[config.mk]
export PLATFORM = sky130hd
export DESIGN_NAME = mult_div_unit
export DESIGN_NICKNAME = d
export VERILOG_FILES = /design/src/rtl/mult_div_unit.sv
export SDC_FILE = /design/constraint.sdc
export NUM_CORES = 2
export LEC_CHECK = 0
export ABC_AREA = 1
export BUFFER_PORTS_ARGS = -buffer_cell sky130_fd_sc_hd__buf_2
export CAP_MARGIN = 20
export CORE_MARGIN = 3
export CORE_UTILIZATION = 40
export DETAILED_ROUTE_END_ITERATION = 16
export HOLD_SLACK_MARGIN = 0.15
export PLACE_DENSITY = 0.59
export SYNTH_ARGS = -nofsm -noshare
export SYNTH_HDL_FRONTEND = slang
export SYNTH_SLANG_ARGS = --single-unit
[constraint.sdc]
create_clock -name clk -period 13.45 [get_ports clk]
set_input_delay 0.6725 -clock clk [delete_from_list [all_inputs] [get_ports clk]]
set_output_delay 0.6725 -clock clk [all_outputs]
set_load 0.005 [all_outputs]
[src/rtl/mult_div_unit.sv]
// -----------------------------------------------------------------------------
// mult_div_unit
//
// Multi-cycle multiply/divide unit for the execute stage. It owns the HI/LO
// register pair and runs one MIPS mult/multu/div/divu at a time with a fixed
// latency. mthi/mtlo write HI/LO directly with zero stall.
//
// Optional feature macro: MDU_DIV_EN
//   defined   : div/divu implemented.
//   undefined : no divider hardware; md_op 3/4 behave like "none".
//
// Parameters
//   MULT_CYCLES : busy cycles for mult/multu (1..15)
//   DIV_CYCLES  : busy cycles for div/divu   (1..15)
//
// Ports
//   clk        in   1   sole clock, rising edge
//   reset      in   1   asynchronous, active-low; clears all state
//   start      in   1   request this cycle
//   cancel     in   1   kill this cycle's request (overrides start)
//   md_op      in   3   0 none, 1 mult, 2 multu, 3 div, 4 divu,
//                       5 mthi, 6 mtlo, 7 reserved (none)
//   in1        in   32  rs operand (dividend, mthi/mtlo source)
//   in2        in   32  rt operand (divisor)
//   busy       out  1   registered; high while a mult/div is in flight
//   hi         out  32  HI register
//   lo         out  32  LO register
//   dbg_state  out  1   sequencer state (0 IDLE, 1 RUN) for observation
//
// Handshake: a request is accepted on a rising edge when
//   start & ~cancel & ~busy & (md_op is a supported operation).
// There is no queue; while busy is high start is ignored and the pipeline
// must stall. An accepted mult/div with latency N keeps busy high for exactly
// N cycles; HI/LO update on the same edge that busy falls, so the earliest
// following acceptance is one edge later.
// -----------------------------------------------------------------------------
module mult_div_unit #(
    parameter int MULT_CYCLES = 5,
    parameter int DIV_CYCLES  = 10
) (
    input  logic        clk,
    input  logic        reset,
    input  logic        start,
    input  logic        cancel,
    input  logic [2:0]  md_op,
    input  logic [31:0] in1,
    input  logic [31:0] in2,
    output logic        busy,
    output logic [31:0] hi,
    output logic [31:0] lo,
    output logic        dbg_state
);

    localparam logic [2:0] OP_MULT  = 3'd1;
    localparam logic [2:0] OP_MULTU = 3'd2;
    localparam logic [2:0] OP_MTHI  = 3'd5;
    localparam logic [2:0] OP_MTLO  = 3'd6;

    // Counter is loaded with latency-1; the completion edge is the one that
    // sees cnt == 0 while in RUN.
    localparam logic [3:0] MULT_LOAD = 4'(MULT_CYCLES - 1);

`ifdef MDU_DIV_EN
    localparam logic [2:0] OP_DIV   = 3'd3;
    localparam logic [2:0] OP_DIVU  = 3'd4;
    localparam logic [3:0] DIV_LOAD = 4'(DIV_CYCLES - 1);
`endif

    typedef enum logic {
        S_IDLE = 1'b0,
        S_RUN  = 1'b1
    } state_t;

    state_t      state_q, state_d;
    logic [3:0]  cnt_q,   cnt_d;
    logic [2:0]  op_q,    op_d;
    logic [31:0] a_q,     a_d;
    logic [31:0] b_q,     b_d;
    logic [31:0] hi_q,    hi_d;
    logic [31:0] lo_q,    lo_d;

    // -------------------------------------------------------------------------
    // Request decode
    // -------------------------------------------------------------------------
    logic req_ok;
    logic op_is_mul;
    logic op_is_div;
    logic op_is_mthi;
    logic op_is_mtlo;
    logic long_accept;
    logic [3:0] load_val;

    always_comb begin
        // busy is exactly "state is RUN", so IDLE doubles as ~busy here.
        req_ok     = start & ~cancel & (state_q == S_IDLE);
        op_is_mul  = (md_op == OP_MULT) | (md_op == OP_MULTU);
`ifdef MDU_DIV_EN
        op_is_div  = (md_op == OP_DIV) | (md_op == OP_DIVU);
        load_val   = op_is_div ? DIV_LOAD : MULT_LOAD;
`else
        op_is_div  = 1'b0;
        load_val   = MULT_LOAD;
`endif
        op_is_mthi = (md_op == OP_MTHI);
        op_is_mtlo = (md_op == OP_MTLO);
        long_accept = req_ok & (op_is_mul | op_is_div);
    end

    // -------------------------------------------------------------------------
    // Multiplier: operands are sign- or zero-extended to 64 bits; the low 64
    // bits of a 64x64 product are then correct for both signednesses.
    // -------------------------------------------------------------------------
    logic        mul_signed;
    logic [63:0] mul_a;
    logic [63:0] mul_b;
    logic [63:0] mul_p;

    always_comb begin
        mul_signed = (op_q == OP_MULT);
        mul_a      = {{32{mul_signed & a_q[31]}}, a_q};
        mul_b      = {{32{mul_signed & b_q[31]}}, b_q};
        mul_p      = mul_a * mul_b;
    end

`ifdef MDU_DIV_EN
    // -------------------------------------------------------------------------
    // Divider: unsigned divide of magnitudes, then sign fix-up. Quotient is
    // negated when operand signs differ (truncation toward zero); remainder
    // takes the dividend's sign. 0x8000_0000 / -1 falls out naturally:
    // |a| = 0x8000_0000, q = 0x8000_0000, negation wraps back to itself, r = 0.
    // -------------------------------------------------------------------------
    logic        div_signed;
    logic        a_neg;
    logic        b_neg;
    logic        div_by_zero;
    logic [31:0] a_mag;
    logic [31:0] b_mag;
    logic [31:0] b_safe;
    logic [31:0] q_mag;
    logic [31:0] r_mag;
    logic [31:0] quot;
    logic [31:0] rem;

    always_comb begin
        div_signed  = (op_q == OP_DIV);
        a_neg       = div_signed & a_q[31];
        b_neg       = div_signed & b_q[31];
        a_mag       = a_neg ? (32'd0 - a_q) : a_q;
        b_mag       = b_neg ? (32'd0 - b_q) : b_q;
        div_by_zero = (b_q == 32'd0);
        // Keep the divider free of a zero divisor; the result is discarded
        // in that case anyway.
        b_safe      = div_by_zero ? 32'd1 : b_mag;
        q_mag       = a_mag / b_safe;
        r_mag       = a_mag % b_safe;
        quot        = (a_neg ^ b_neg) ? (32'd0 - q_mag) : q_mag;
        rem         = a_neg ? (32'd0 - r_mag) : r_mag;
    end
`endif

    // -------------------------------------------------------------------------
    // State register
    // -------------------------------------------------------------------------
    always_ff @(posedge clk or negedge reset) begin
        if (!reset) begin
            state_q <= S_IDLE;
            cnt_q   <= 4'd0;
            op_q    <= 3'd0;
            a_q     <= 32'd0;
            b_q     <= 32'd0;
            hi_q    <= 32'd0;
            lo_q    <= 32'd0;
        end else begin
            state_q <= state_d;
            cnt_q   <= cnt_d;
            op_q    <= op_d;
            a_q     <= a_d;
            b_q     <= b_d;
            hi_q    <= hi_d;
            lo_q    <= lo_d;
        end
    end

    // -------------------------------------------------------------------------
    // Next-state logic: sequencing, counter and operand latch
    // -------------------------------------------------------------------------
    always_comb begin
        state_d = state_q;
        cnt_d   = cnt_q;
        op_d    = op_q;
        a_d     = a_q;
        b_d     = b_q;
        case (state_q)
            S_IDLE: begin
                if (long_accept) begin
                    state_d = S_RUN;
                    cnt_d   = load_val;
                    op_d    = md_op;
                    a_d     = in1;
                    b_d     = in2;
                end
            end
            S_RUN: begin
                if (cnt_q != 4'd0) begin
                    cnt_d = cnt_q - 4'd1;
                end else begin
                    state_d = S_IDLE;
                end
            end
            default: begin
                state_d = S_IDLE;
            end
        endcase
    end

    // -------------------------------------------------------------------------
    // Output logic: HI/LO writes and status
    // -------------------------------------------------------------------------
    always_comb begin
        hi_d = hi_q;
        lo_d = lo_q;
        if (state_q == S_IDLE) begin
            if (req_ok & op_is_mthi) hi_d = in1;
            if (req_ok & op_is_mtlo) lo_d = in1;
        end else if (cnt_q == 4'd0) begin
            // Completion edge: result comes only from the latched operands.
            case (op_q)
                OP_MULT, OP_MULTU: begin
                    hi_d = mul_p[63:32];
                    lo_d = mul_p[31:0];
                end
`ifdef MDU_DIV_EN
                OP_DIV, OP_DIVU: begin
                    // Divide by zero still costs the full latency but leaves
                    // HI/LO untouched.
                    if (!div_by_zero) begin
                        hi_d = rem;
                        lo_d = quot;
                    end
                end
`endif
                default: begin
                end
            endcase
        end
    end

    assign busy      = (state_q == S_RUN);
    assign dbg_state = state_q;
    assign hi        = hi_q;
    assign lo        = lo_q;

endmodule

# Word level (Yosys, flattened, before mapping)
# Index checks and enable logic that the tools add are counted.
# classes
add_sub_neg,1
bitwise,10
eq_ne,10
mul,1
magnitude_cmp,0
mux,14
n_shift,0
n_reduce_logical,9
div,0
# ops
cell,count
32-bit two-way mux,8
33-bit by 33-bit multiplier with 64-bit output,1
4-bit two-way mux,2
4-bit case mux with 2 select lines,1
1-bit bitwise AND,7
"3-bit by 1-bit equality test with 1-bit output, second input constant",2
"3-bit by 2-bit equality test with 1-bit output, second input constant",2
"3-bit equality test, second input constant",2
"2-bit by 1-bit != test with 1-bit output, second input constant",3
3-bit AND reduction,2
4-bit zero test,1
2-bit AND reduction,2
2-bit nonzero test,2
4-bit nonzero test,1
"4-bit by 1-bit subtractor with 4-bit output, second input constant",1
1-bit two-way mux,2
"2-bit != test, second input constant",1
1-bit NOT,2
1-bit case mux with 2 select lines,1
2-bit OR reduction,1
1-bit bitwise OR,1
# totals
wordCells,52
inputBits,71
reg_bits,136
latchBits,0
output_inout_bits,66
romBits,0
memories,0
mem_bits_rw,0

# Longest topological paths before layout
# depth
word_depth,6
mapped_depth,33
ltp_nobuf,32

# Worst setup path before layout
# Ideal clock, no wire load.
# synth_path
path_type,register -> register
startpoint,register op_q[0]
endpoint,"register hi_q[29], in the netlist hi[29]"
synth_period_minus_slack_ns,7.228
stages_incl_launch_ff,30
path_slack_ns,6.222
t_arrival_ns,7.107
required_ns,13.329
path_buffers,1
cell_sequence,dfrtp_1 > nand3_2 > clkbuf_1 > nor2_1 > fa_1 > inv_1 > fa_1 > inv_1 > fa_1 > inv_1 > fa_1 > fa_1 > inv_1 > fa_1 > inv_1 > fa_1 > fa_1 > inv_1 > ha_1 > nand2_1 > nor2_1 > inv_1 > nor2_1 > nand2_1 > nor2_1 > nand2_1 > nand3_1 > nand2_1 > nand3_1 > a21boi_1
# synth_via
elab_chain_len,6
elab_cells_between_ends,11
classes_between,mul (1); eq/ne (3); mux (3); bitwise (2); reduce/logical (2)
# synth_rtl
item,line,rtl
from (decl),76,"logic [2:0] op_q, op_d;"
from (signal assigned),176,op_q <= op_d;
3-bit by 1-bit equality test with 1-bit output,"119, 227",
1-bit bitwise AND (on tied branches),"120, 121",
33-bit by 33-bit multiplier with 64-bit output,122,mul_p = mul_a * mul_b;
32-bit two-way mux,227,case (op_q)
32-bit two-way mux,225,end else if (cnt_q == 4'd0) begin
32-bit two-way mux,222,if (state_q == S_IDLE) begin
to (signal assigned),179,hi_q <= hi_d;
to (decl),79,"logic [31:0] hi_q, hi_d;"
# Several ways; a longest one is shown, not always the timed one. The select of a mux whose other input is x is not followed.
# A chain may end at the register's enable or synchronous reset.

# Worst setup path in the final report
# layout_path
startpoint,register b_q[6]
endpoint,"register hi_q[29], in the netlist hi[29]"
# layout_via
elab_chain_len,4
# layout_rtl
item,line,rtl
from (decl),78,"logic [31:0] b_q, b_d;"
from (signal assigned),170,b_q <= 32'd0;
from (signal assigned),178,b_q <= b_d;
33-bit by 33-bit multiplier with 64-bit output,122,
32-bit two-way mux,227,
32-bit two-way mux,225,
32-bit two-way mux,222,
# Every way passes these cells. The select of a mux whose other input is x is not followed.

==> run metrics <==
run status=finished clean; end of the worst register-to-register path=hi[29]; clk sinks=136; antenna violation net count after detailed routing=0; via count=35800; Post-synth EDFFs=0; top_reg_cell synth=dfrtp_1; row cnt=123; worst setup path category=flop to flop; hold_buf cts=0; Reg clk slew, reported paths=0.09 ns; worst slew pin tran=0.862 ns; DRC Markers=0; Setup Fix Bufs, Post-CTS=0; Mapped Nets=7182; Worst Skew=0.0319 ns; critical path capture point type=flop; fin cells=7221; R2R setup slack=4.79 ns; die area=119000 µm²; Slew headroom=42.6%; Critical Path Sink=hi[29]; R2R depth=27; DR WL/cell=19.3 µm; Max Cap Violations=0; Initial Util=40.6%; CTS tree=yes; Unique masters post-synth=47; Post-Synthesis Cells=5772; post-cts repair resize count=0; Fin. Hold Viols=0; RR Startpoint=b_q[6]; Die Span X=345 µm; root buffer cell=clkbuf_16; Nets=7118; HP Class=primary input to asynchronous set/reset pin; CP arrival=9.05 ns; fmax=115 MHz; worst skew pair latency=0.49 ns; Vias/cell=4.96; leading area contributor after synthesis=fa_1; minimum clock period=8.66 ns; Layout Area Growth over Synthesis=5.65%; maximum number of pins on one net before global-route repair=75; count leader, synth=inv_1; Synth Cell Area=46000 µm²; final worst-path cycle share=64.4%; unrepaired setup endpoints after global routing=no; post-synth top area share=48.9%; Total GRT Usage=24.0%; Routed WL=139000 µm; CTS H-Tree Depth=4; Diodes inserted=0; share of post-route cells with drive strength above 1=6.21%; first-pass detailed-route iteration total=8; Num CTS Buffers=17; number of top-level pins=137; Synth area leaders=fa_1 49%, inv_1 13%, nand2_1 13%, dfrtp_1 7.4%, ha_1 5.8%; total gr overflow=0; worst-path maximum fanout=17; Final Max Tran Viols=0; Hold Slack=0.244 ns; sequential area share after synthesis=7.39%; flops & latches, synth=136; Req. time, crit path=13.84 ns; Critical Path Start=b_q[6]; global-route wire length before repair=222000 µm; # setup viols final=0; Ys Warns=0; Setup TNS=0 ns; ys async rst share=100%; clk buf depth=2; Core ar.=113000 µm²; Synth top cells by count=1648 x inv_1, 1564 x nand2_1, 1125 x fa_1; gp weighted congestion=0.982; initial antenna violation count=7; port bufs=136; DP Wirelength=116000 µm; number of global-route vias before repair=37500; placed insts=7188; Die Ht=345 µm; crit start category=flop; Iteration-0 DRC Markers=2491; Syn Area/Cell=7.97 µm²
[layout by cell type, fill, tap and decap left out, types with 3 or more instances in the layout]
cell type	n
or2_0	12
buf_4	80
o21ai_0	89
a21oi_2	6
nand4_1	25
clkinvlp_4	3
ha_1	214
inv_1	1648
o21ai_1	11
nand2_1	1564
a2bb2oi_1	30
nor2_2	17
nor2_1	233
inv_6	5
buf_2	135
dfrtp_2	4
dfrtp_1	132
xor2_1	5
inv_2	11
nand3_1	117
o21a_1	3
clkbuf_16	17
o21bai_1	15
nor3_1	6
nand2_2	25
or2_2	19
a21oi_1	97
nor3_2	4
or2_1	4
a21boi_1	17
fa_1	1125
nand3_2	7
nand3b_1	8
nor2_4	6
[worst max-delay path, cell delays in order, from the launching register on]
cell and delay (ns):
dfrtp_1 0.74, buf_4 0.34, nand2_1 0.13, nor2_1 0.25
fa_1 0.43, inv_1 0.23, fa_1 0.50, inv_1 0.22
fa_1 0.50, fa_1 0.87, inv_1 0.40, fa_1 0.59
inv_1 0.06, fa_1 0.53, inv_1 0.05, fa_1 0.40
fa_1 0.52, inv_1 0.04, ha_1 0.36, inv_1 0.16
o21ai_0 0.13, a21oi_1 0.26, o21ai_0 0.14, a21oi_1 0.19
nand3_1 0.11, nand2_1 0.07, nand3_1 0.14, a21boi_1 0.17
[how the worst min path moves through the flow]
stage,cells past startpoint,slack [ns],from,to
floorplan,0,0.38,reset,a_q[0]
global placement,2,0.45,lo[2],lo[2]
detailed placement,2,0.46,lo[2],lo[2]
CTS,1,0.25,reset,a_q[16]
global route,1,0.30,reset,a_q[16]
finish,1,0.24,reset,a_q[16]
[sequential cells by signal, indices dropped and copies added, names as in the netlist]
name   flops
busy       1
lo        32
b_q       32
a_q       32
hi        32
op_q       3
cnt_q      4
[logic make-up (layout without fill, tap and decap cells)]
logic type | count (synthesis) | in the layout | synth area share, %
xor gates and xnor gates | 7 | 7 | 0.133
and+or+nand+nor | 2053 | 2053 | 18.0
buffers and inverters | 1961 | 1910 | 16.1
adders and majority gates | 1339 | 1339 | 54.7
AOI/OAI and AO/OA | 276 | 276 | 3.59
DFF | 136 | 136 | 7.39
[stage by stage]
| stage | setup slack [ns] | util [%] | cell area, µm² |
|---|---|---|---|
| after CTS | 4.78 | 42.9 | 48600 |
| after global placement | 4.97 | 42.4 | 48000 |
| after detailed placement | 4.83 | 42.4 | 48000 |
| after global routing | 4.22 | 42.9 | 48600 |
| final | 4.79 | 42.9 | 48600 |
| after floorplan | 6.22 | - | 46000 |
[layer usage]
| layer | track usage [%] | vias to the layer above | part of all wire (%) |
|---|---|---|---|
| met5 | 0 | - | 0 |
| met4 | 5.52 | 0 | 2.3 |
| met2 | 40.3 | 1066 | 49 |
| li1 | - | 16000 | - |
| met3 | 3.03 | 138 | 5.8 |
| met1 | 33.2 | 18600 | 43 |
[layout make-up]
| type | count | area, µm² |
|---|---|---|
| fill | 11600 | 64600 |
| multi-input combinational | 3675 | 35200 |
| inverter | 1661 | 6240 |
| sequential | 136 | 3410 |
| tap | 1500 | 1880 |
| timing repair buffer | 217 | 1320 |
| clock buffer | 17 | 425 |
| clock inverter | 15 | 161 |
Power is not shown: default switching activity piles up to over one toggle a cycle in this logic, so the estimate is an artifact.
